--- config.mk ---
export PLATFORM = sky130hd
export DESIGN_NAME = alu_cmd_sequencer_flat
export DESIGN_NICKNAME = d
export VERILOG_FILES = /design/src/rtl/alu_cmd_sequencer_if.sv /design/src/rtl/alu_cmd_sequencer.sv /design/src/flat_wrapper.sv
export SDC_FILE = /design/constraint.sdc
export NUM_CORES = 1
export LEC_CHECK = 0
export CAP_MARGIN = 15
export CORE_UTILIZATION = 44
export CTS_CLUSTER_DIAMETER = 100
export DETAILED_ROUTE_END_ITERATION = 10
export PLACE_DENSITY = 0.79
export SLEW_MARGIN = 20
export SYNTH_ARGS = -nofsm -noshare
export SYNTH_HDL_FRONTEND = slang
export SYNTH_SLANG_ARGS = --single-unit
export TNS_END_PERCENT = 10
--- constraint.sdc ---
create_clock -name clk -period 1.9 [get_ports clk]
set_input_delay 0.19 -clock clk [delete_from_list [all_inputs] [get_ports clk]]
set_output_delay 0.19 -clock clk [all_outputs]
set_load 0.02 [all_outputs]
--- src/rtl/alu_cmd_sequencer_if.sv ---
// alu_cmd_sequencer_if: command and response valid/ready channels of the ALU command sequencer
interface alu_cmd_sequencer_if;
   logic       cmd_valid;
   logic       cmd_ready;
   logic [2:0] cmd_opcode;
   logic [7:0] cmd_src1;
   logic [7:0] cmd_src2;
   logic       rsp_valid;
   logic       rsp_ready;
   logic [7:0] rsp_result;
   logic       rsp_zero;
   logic       rsp_overflow;
   modport master (
      output cmd_valid, cmd_opcode, cmd_src1, cmd_src2, rsp_ready,
      input  cmd_ready, rsp_valid, rsp_result, rsp_zero, rsp_overflow
   );
   modport slave (
      input  cmd_valid, cmd_opcode, cmd_src1, cmd_src2, rsp_ready,
      output cmd_ready, rsp_valid, rsp_result, rsp_zero, rsp_overflow
   );
endinterface

--- src/rtl/alu_cmd_sequencer.sv ---
// alu_cmd_sequencer: decodes commands onto the ripple ALU, waits for it to settle, returns the captured result
module alu_cmd_sequencer #(
   parameter int SETTLE_CYCLES = 1,
   parameter int CNT_W         = 16
) (
   input  logic                 clk,
   input  logic                 rst,
   alu_cmd_sequencer_if.slave   bus,
   output logic [7:0]           ALU_src1,
   output logic [7:0]           ALU_src2,
   output logic                 Ainvert,
   output logic                 Binvert,
   output logic [1:0]           op,
   input  logic [7:0]           alu_result,
   input  logic                 alu_zero,
   input  logic                 alu_overflow,
   output logic                 ovf_sticky,
   input  logic                 ovf_clr,
   output logic [CNT_W-1:0]     done_cnt
);
   typedef enum logic [1:0] {IDLE, SETTLE, RESP} state_t;
   localparam logic [2:0] OP_AND = 3'd0, OP_OR = 3'd1, OP_ADD = 3'd2, OP_SUB = 3'd3,
                          OP_SLT = 3'd4, OP_NOR = 3'd5, OP_NAND = 3'd6, OP_CMP = 3'd7;
   state_t           state_q, state_d;
   logic [3:0]       cnt_q, cnt_d;
   logic [7:0]       src1_q, src1_d, src2_q, src2_d;
   logic             ainv_q, ainv_d, binv_q, binv_d;
   logic [1:0]       op_q, op_d;
   logic             arith_q, arith_d, cmp_q, cmp_d;
   logic             cmd_ready_q, cmd_ready_d, rsp_valid_q, rsp_valid_d;
   logic [7:0]       rsp_result_q, rsp_result_d;
   logic             rsp_zero_q, rsp_zero_d, rsp_ovf_q, rsp_ovf_d;
   logic             ovf_sticky_q, ovf_sticky_d;
   logic [CNT_W-1:0] done_cnt_q, done_cnt_d;
   logic [2:0]       opc;
   logic             capture;
   assign opc     = bus.cmd_opcode;
   assign capture = state_q == SETTLE && cnt_q == 4'd0;
   always_comb begin
      state_d      = state_q;
      cnt_d        = cnt_q;
      src1_d       = src1_q;
      src2_d       = src2_q;
      ainv_d       = ainv_q;
      binv_d       = binv_q;
      op_d         = op_q;
      arith_d      = arith_q;
      cmp_d        = cmp_q;
      cmd_ready_d  = cmd_ready_q;
      rsp_valid_d  = rsp_valid_q;
      rsp_result_d = rsp_result_q;
      rsp_zero_d   = rsp_zero_q;
      rsp_ovf_d    = rsp_ovf_q;
      done_cnt_d   = done_cnt_q;
      if (state_q == IDLE && bus.cmd_valid) begin
         state_d     = SETTLE;
         cmd_ready_d = 1'b0;
         cnt_d       = 4'(SETTLE_CYCLES - 1);
         src1_d      = bus.cmd_src1;
         src2_d      = bus.cmd_src2;
         ainv_d      = opc == OP_NOR || opc == OP_NAND;
         binv_d      = !(opc == OP_AND || opc == OP_OR || opc == OP_ADD);
         arith_d     = opc == OP_ADD || opc == OP_SUB || opc == OP_CMP;
         cmp_d       = opc == OP_CMP;
         op_d        = opc == OP_SLT ? 2'b11 :
                       (opc == OP_ADD || opc == OP_SUB || opc == OP_CMP) ? 2'b10 :
                       (opc == OP_OR || opc == OP_NAND) ? 2'b01 : 2'b00;
      end
      if (state_q == SETTLE) cnt_d = capture ? cnt_q : cnt_q - 4'd1;
      if (capture) begin
         state_d      = RESP;
         rsp_valid_d  = 1'b1;
         rsp_result_d = cmp_q ? 8'h00 : alu_result;
         rsp_zero_d   = alu_zero;
         rsp_ovf_d    = arith_q & alu_overflow;
      end
      if (state_q == RESP && bus.rsp_ready) begin
         state_d     = IDLE;
         rsp_valid_d = 1'b0;
         cmd_ready_d = 1'b1;
         done_cnt_d  = done_cnt_q + CNT_W'(1);
      end
      // a capture that sets the flag beats a simultaneous clear
      ovf_sticky_d = (capture & arith_q & alu_overflow) | (ovf_sticky_q & ~ovf_clr);
   end
   always_ff @(posedge clk) begin
      if (rst) begin
         state_q      <= IDLE;
         cnt_q        <= 4'd0;
         src1_q       <= 8'h00;
         src2_q       <= 8'h00;
         ainv_q       <= 1'b0;
         binv_q       <= 1'b0;
         op_q         <= 2'b00;
         arith_q      <= 1'b0;
         cmp_q        <= 1'b0;
         cmd_ready_q  <= 1'b1;
         rsp_valid_q  <= 1'b0;
         rsp_result_q <= 8'h00;
         rsp_zero_q   <= 1'b0;
         rsp_ovf_q    <= 1'b0;
         ovf_sticky_q <= 1'b0;
         done_cnt_q   <= '0;
      end else begin
         state_q      <= state_d;
         cnt_q        <= cnt_d;
         src1_q       <= src1_d;
         src2_q       <= src2_d;
         ainv_q       <= ainv_d;
         binv_q       <= binv_d;
         op_q         <= op_d;
         arith_q      <= arith_d;
         cmp_q        <= cmp_d;
         cmd_ready_q  <= cmd_ready_d;
         rsp_valid_q  <= rsp_valid_d;
         rsp_result_q <= rsp_result_d;
         rsp_zero_q   <= rsp_zero_d;
         rsp_ovf_q    <= rsp_ovf_d;
         ovf_sticky_q <= ovf_sticky_d;
         done_cnt_q   <= done_cnt_d;
      end
   end
   assign ALU_src1         = src1_q;
   assign ALU_src2         = src2_q;
   assign Ainvert          = ainv_q;
   assign Binvert          = binv_q;
   assign op               = op_q;
   assign bus.cmd_ready    = cmd_ready_q;
   assign bus.rsp_valid    = rsp_valid_q;
   assign bus.rsp_result   = rsp_result_q;
   assign bus.rsp_zero     = rsp_zero_q;
   assign bus.rsp_overflow = rsp_ovf_q;
   assign ovf_sticky       = ovf_sticky_q;
   assign done_cnt         = done_cnt_q;
endmodule

--- src/flat_wrapper.sv ---
// flat-port wrapper written by rule: the top's interface ports become plain ports
module alu_cmd_sequencer_flat 
#(
   parameter int SETTLE_CYCLES = 1,
   parameter int CNT_W         = 16
)
  (clk, rst, ALU_src1, ALU_src2, Ainvert, Binvert, op, alu_result, alu_zero, alu_overflow, ovf_sticky, ovf_clr, done_cnt, bus_cmd_valid, bus_cmd_opcode, bus_cmd_src1, bus_cmd_src2, bus_rsp_ready, bus_cmd_ready, bus_rsp_valid, bus_rsp_result, bus_rsp_zero, bus_rsp_overflow);
  alu_cmd_sequencer_if bus_i ();
  input  logic clk;
  input  logic rst;
  output logic [7:0] ALU_src1;
  output logic [7:0] ALU_src2;
  output logic Ainvert;
  output logic Binvert;
  output logic [1:0] op;
  input  logic [7:0] alu_result;
  input  logic alu_zero;
  input  logic alu_overflow;
  output logic ovf_sticky;
  input  logic ovf_clr;
  output logic [CNT_W-1:0] done_cnt;
  input wire logic [$bits(bus_i.cmd_valid)-1:0] bus_cmd_valid;
  input wire logic [$bits(bus_i.cmd_opcode)-1:0] bus_cmd_opcode;
  input wire logic [$bits(bus_i.cmd_src1)-1:0] bus_cmd_src1;
  input wire logic [$bits(bus_i.cmd_src2)-1:0] bus_cmd_src2;
  input wire logic [$bits(bus_i.rsp_ready)-1:0] bus_rsp_ready;
  output wire logic [$bits(bus_i.cmd_ready)-1:0] bus_cmd_ready;
  output wire logic [$bits(bus_i.rsp_valid)-1:0] bus_rsp_valid;
  output wire logic [$bits(bus_i.rsp_result)-1:0] bus_rsp_result;
  output wire logic [$bits(bus_i.rsp_zero)-1:0] bus_rsp_zero;
  output wire logic [$bits(bus_i.rsp_overflow)-1:0] bus_rsp_overflow;
  assign bus_i.cmd_valid = bus_cmd_valid;
  assign bus_i.cmd_opcode = bus_cmd_opcode;
  assign bus_i.cmd_src1 = bus_cmd_src1;
  assign bus_i.cmd_src2 = bus_cmd_src2;
  assign bus_i.rsp_ready = bus_rsp_ready;
  assign bus_cmd_ready = bus_i.cmd_ready;
  assign bus_rsp_valid = bus_i.rsp_valid;
  assign bus_rsp_result = bus_i.rsp_result;
  assign bus_rsp_zero = bus_i.rsp_zero;
  assign bus_rsp_overflow = bus_i.rsp_overflow;
  alu_cmd_sequencer #(.SETTLE_CYCLES(SETTLE_CYCLES), .CNT_W(CNT_W)) u_core (.clk(clk), .rst(rst), .bus(bus_i), .ALU_src1(ALU_src1), .ALU_src2(ALU_src2), .Ainvert(Ainvert), .Binvert(Binvert), .op(op), .alu_result(alu_result), .alu_zero(alu_zero), .alu_overflow(alu_overflow), .ovf_sticky(ovf_sticky), .ovf_clr(ovf_clr), .done_cnt(done_cnt));
endmodule
# Word level (Yosys, flattened, before mapping)
# Index checks and enable logic that the tools add are counted.
totals:
  regBits: 57
op_classes:
  n_addsub: 2
  n_eq_ne: 10
  n_mux: 9
  bitwise: 6
  reduce_logical: 18
op_table:
  columns: ["op", "count"]
  rows:
  - ["$add 16x1->16 const B", 1]
  - ["$eq 3x3->1 const B", 4]
  - ["$mux 4", 3]
  - ["$mux 2", 4]
  - ["$mux 8", 1]
  - ["$eq 3x2->1 const B", 2]
  - ["$logic_or 1x1->1", 6]
  - ["$and 1x1->1", 4]
  - ["$logic_not 4->1", 1]
  - ["$reduce_bool 2->1", 2]
  - ["$sub 4x1->4 const B", 1]
  - ["$eq 3x1->1 const B", 1]
  - ["$logic_and 1x1->1", 3]
  - ["$logic_not 3->1", 1]
  - ["$reduce_or 3->1", 1]
  - ["$eq 2x1->1 const B", 1]
  - ["$eq 2x2->1 const B", 1]
  - ["$logic_not 2->1", 1]
  - ["$ne 2x2->1 const B", 1]
  - ["$reduce_and 2->1", 1]
  - ["$reduce_or 2->1", 1]
  - ["$logic_not 1->1", 1]
  - ["$mux 1", 1]
  - ["$not 1->1", 1]
  - ["$or 1x1->1", 1]

# Logic depth before layout (Yosys ltp)
logic_depth:
  word_depth: 5
  depth_mapped: 7
  ltp_nobuf: 6

# Least setup slack after synthesis
# No wires, ideal clock.
synth_timing:
  path_kind: "register -> register"
  startpoint: "register u_core.done_cnt_q[6] (netlist: u_core.done_cnt[6])"
  endpoint: "register u_core.done_cnt_q[15] (netlist: u_core.done_cnt[15])"
  t_arrival_ns: 1.760
  t_required_ns: 1.830
  setup_slack_ns: 0.070
  path_stages_with_launch: 5
  n_path_buf: 0
  synth_period_minus_slack_ns: 1.830
  cell_sequence: "dfxtp_1 -> nand4_4 -> or4_4 -> or4_1 -> a21oi_1"
synth_between:
  elab_chain_len: 1
synth_rtl:
  columns: ["item", "line_no", "source"]
  rows:
  - ["start: declaration", "alu_cmd_sequencer.sv:34", "logic [CNT_W-1:0] done_cnt_q, done_cnt_d;"]
  - ["start signal: assignment", "alu_cmd_sequencer.sv:120", "done_cnt_q <= done_cnt_d;"]
  - ["$add 16x1->16", "alu_cmd_sequencer.sv:81", "done_cnt_d = done_cnt_q + CNT_W'(1);"]
# Every way passes these cells.
# A chain may end at the register's enable or synchronous reset.

# Final worst setup path
layout_timing:
  startpoint: "register u_core.done_cnt_q[7] (netlist: u_core.done_cnt[7])"
  endpoint: "register u_core.done_cnt_q[15] (netlist: u_core.done_cnt[15])"
# The elaborated chain is that of the path after synthesis.

==> flow_metrics.env <==
export IMPL_hold_path_depth=2
export IMPL_cp_start_kind="flip-flop"
export IMPL_totalPowerFinal_uw=2780
export IMPL_cts_made_buffers=9
export IMPL_layout_cells_non_filler=440
export IMPL_cts_tree="done"
export IMPL_yosysUniqueCellTypes=35
export IMPL_num_fill_cells=435
export IMPL_grt_max_degree=23
export IMPL_end_kind="flip-flop"
export IMPL_cts_setup_buffers=0
export IMPL_critPathArrivalTime_ns=2.02
export IMPL_timing_fmax_mhz=565
export IMPL_postCtsHoldBufs=0
export IMPL_crit_fanout=7
export IMPL_setup_viol=0
export IMPL_drc_errors=0
export IMPL_cts_root_buf="clkbuf_8"
export IMPL_ant_nets=0
export IMPL_grt_usage=0.196
export IMPL_final_common_cell="clkdlybuf4s50_1"
export IMPL_final_cell_mix="clkdlybuf4s50_1, dfxtp_1, nand2_1"
export IMPL_layout_nets=402
export IMPL_multiInputGateArea_um2=1090
export IMPL_power_per_cell_area_nw_per_um2=813
export IMPL_clk_latency_ns=0.33
export IMPL_placed_cells=424
export IMPL_syn_avg_cell_area_um2=8.40
export IMPL_dp_hpwl_mm=3.80
export IMPL_tightest_slew_ns=0.415
export IMPL_area_growth_pct=47.5
export IMPL_syn_area_um2=2320
export IMPL_drive_gt1_frac=0.0919
export IMPL_fp_dieW_um=74.6
export IMPL_vias=2220
export IMPL_worst_slack_ns=0.132
export IMPL_fp_row_count=26
export IMPL_fin_setup_tns_ns=0
export IMPL_grt_ovfl_total=0
export IMPL_start_util=0.454
export IMPL_ys_warn_count=0
export IMPL_cts_sinks=57
export IMPL_dieHeight_um=74.6
export IMPL_ys_ff_latch=57
export IMPL_r2r_cells=4
export IMPL_hp_class="in2reg"
export IMPL_finClkSkew_ns=0.00899
export IMPL_ctsLongestPathBuffers=2
export IMPL_period_share=0.931
export IMPL_dp_slack_ns=0.0849
export IMPL_gp_congestion=0.758
export IMPL_crit_required_ns=2.15
export IMPL_synth_fp_nets=313
export IMPL_grt_pass1_wl_mm=8.16
export IMPL_port_buffer_count=82
export IMPL_slew_headroom=0.723
export IMPL_final_max_slew_viol_count=0
export IMPL_path_clk_slew_ns=0.06
export IMPL_die_area_um2=5570
export IMPL_route_detailed_wl_per_inst_um=12.5
export IMPL_status="finished, final reports clean"
export IMPL_timing_max_cap_violations=0
export IMPL_seq_area_um2=1140
export IMPL_wirelength_mm=5.52
export IMPL_first_pass_iters=4
export IMPL_drt_iter0_drc=78
export IMPL_ios=83
export IMPL_antenna_found_initial=0
export IMPL_finish_utilization=0.670
export IMPL_ir_drop_mv=0.436
export IMPL_p_leak_uw=0.00121
export IMPL_postSynthCellCount=276
export IMPL_vias_per_cell=5.05
export IMPL_rsz0062_at_grt="false"
export IMPL_cts_resized=0
export IMPL_core_region_area_um2=5110
export IMPL_h_tree_depth=3
export IMPL_timing_worst_setup_path_type="reg2reg"
export IMPL_yosysSeqAreaShare=0.492
export IMPL_n_antenna_cell=0
export IMPL_first_global_vias=1863
export IMPL_hold_viol=0
export IMPL_min_period_ns=1.77
-- final cells by class --
cell class              instances  share of cell area
flip-flops and latches         57               0.333
clock inverters                 3             0.00439
clock buffers                  13              0.0464
multi-input cells             196               0.319
well taps                      70              0.0256
inverters                       8             0.00878
repair buffers                 93               0.263
-- final timing paths --
kind,start,endpoint,slack (ns)
worst max register to register,u_core.done_cnt[7],u_core.done_cnt[15],0.13
worst max-delay path,u_core.done_cnt[7],u_core.done_cnt[15],0.13
worst min register to register,u_core.ALU_src2[6],u_core.ALU_src2[6],0.45
worst min-delay path,rst,u_core.done_cnt[5],0.27
-- cells by family after synthesis --
family	after synthesis	synth area share
simple gates	129	0.278
flops	57	0.492
xor+xnor	14	0.0529
buf+inv	23	0.0378
compound gates	48	0.114
mux	2	0.00917
fa+ha+maj	3	0.0162
-- synth_stat cells --
master	instances	share of area
o31ai_1	2	0.0065
nand2_1	55	0.089
or4_1	1	0.0032
a21boi_0	1	0.0032
xor2_1	6	0.023
a211oi_1	4	0.013
dfxtp_1	57	0.49
nand3b_1	9	0.029
mux2_2	1	0.0049
ha_1	3	0.016
or2_0	1	0.0027
nand4b_1	2	0.0076
mux2i_1	1	0.0043
buf_2	1	0.0022
o21ai_0	2	0.0043
nor3b_2	1	0.0054
nor3b_1	1	0.0032
or3_1	3	0.0081
inv_1	8	0.013
or3b_2	2	0.0076
a31o_2	1	0.0038
o21a_1	1	0.0032
nand3_1	8	0.017
nand2b_1	3	0.0081
or3_2	1	0.0032
xnor2_1	8	0.030
a21oi_1	37	0.080
nand4_1	4	0.011
nand4_4	1	0.0092
nor4_1	3	0.0081
nor3_1	10	0.022
nor2b_1	2	0.0054
clkbuf_1	14	0.023
nor2_1	21	0.034
or4_4	1	0.0049
-- report_power, final --
part	leakage, µW	switching (µW)	internal (µW)	total (µW)
combinational	0.000652	250	239	489
clock	0.0000932	447	538	985
sequential	0.000464	43.3	1260	1310
total	0.00121	740	2040	2780
-- flip-flops by register name, summed over array words and instances, names as in the netlist, 2 cells and up --
register,flops
u_core.done_cnt,16
u_core.ALU_src2,8
u_core.op,2
u_core.cnt_q,4
u_core.ALU_src1,8
u_core.state_q,2
u_core.bus.rsp_result,8
-- layer usage --
metal	global-route usage	wire [µm]
met5	0	0
met4	0.115	114
met3	0.0455	280
met2	0.324	2640
met1	0.233	2480
-- worst max-delay path, cell delays in order, from the launching register on --
cell,delay [ns]
dfxtp_1,0.44
nand4_4,0.16
or4_4,0.55
or4_1,0.40
a21oi_1,0.14
-- stage by stage --
stage	cell area (µm²)	hold WS, ns
floorplan	2320	0.301
global placement	3250	0.434
detailed placement	3250	0.444
CTS	3420	0.255
global route	3420	0.287
finish	3420	0.266
Note: power is estimated with default switching activity, not from simulation.
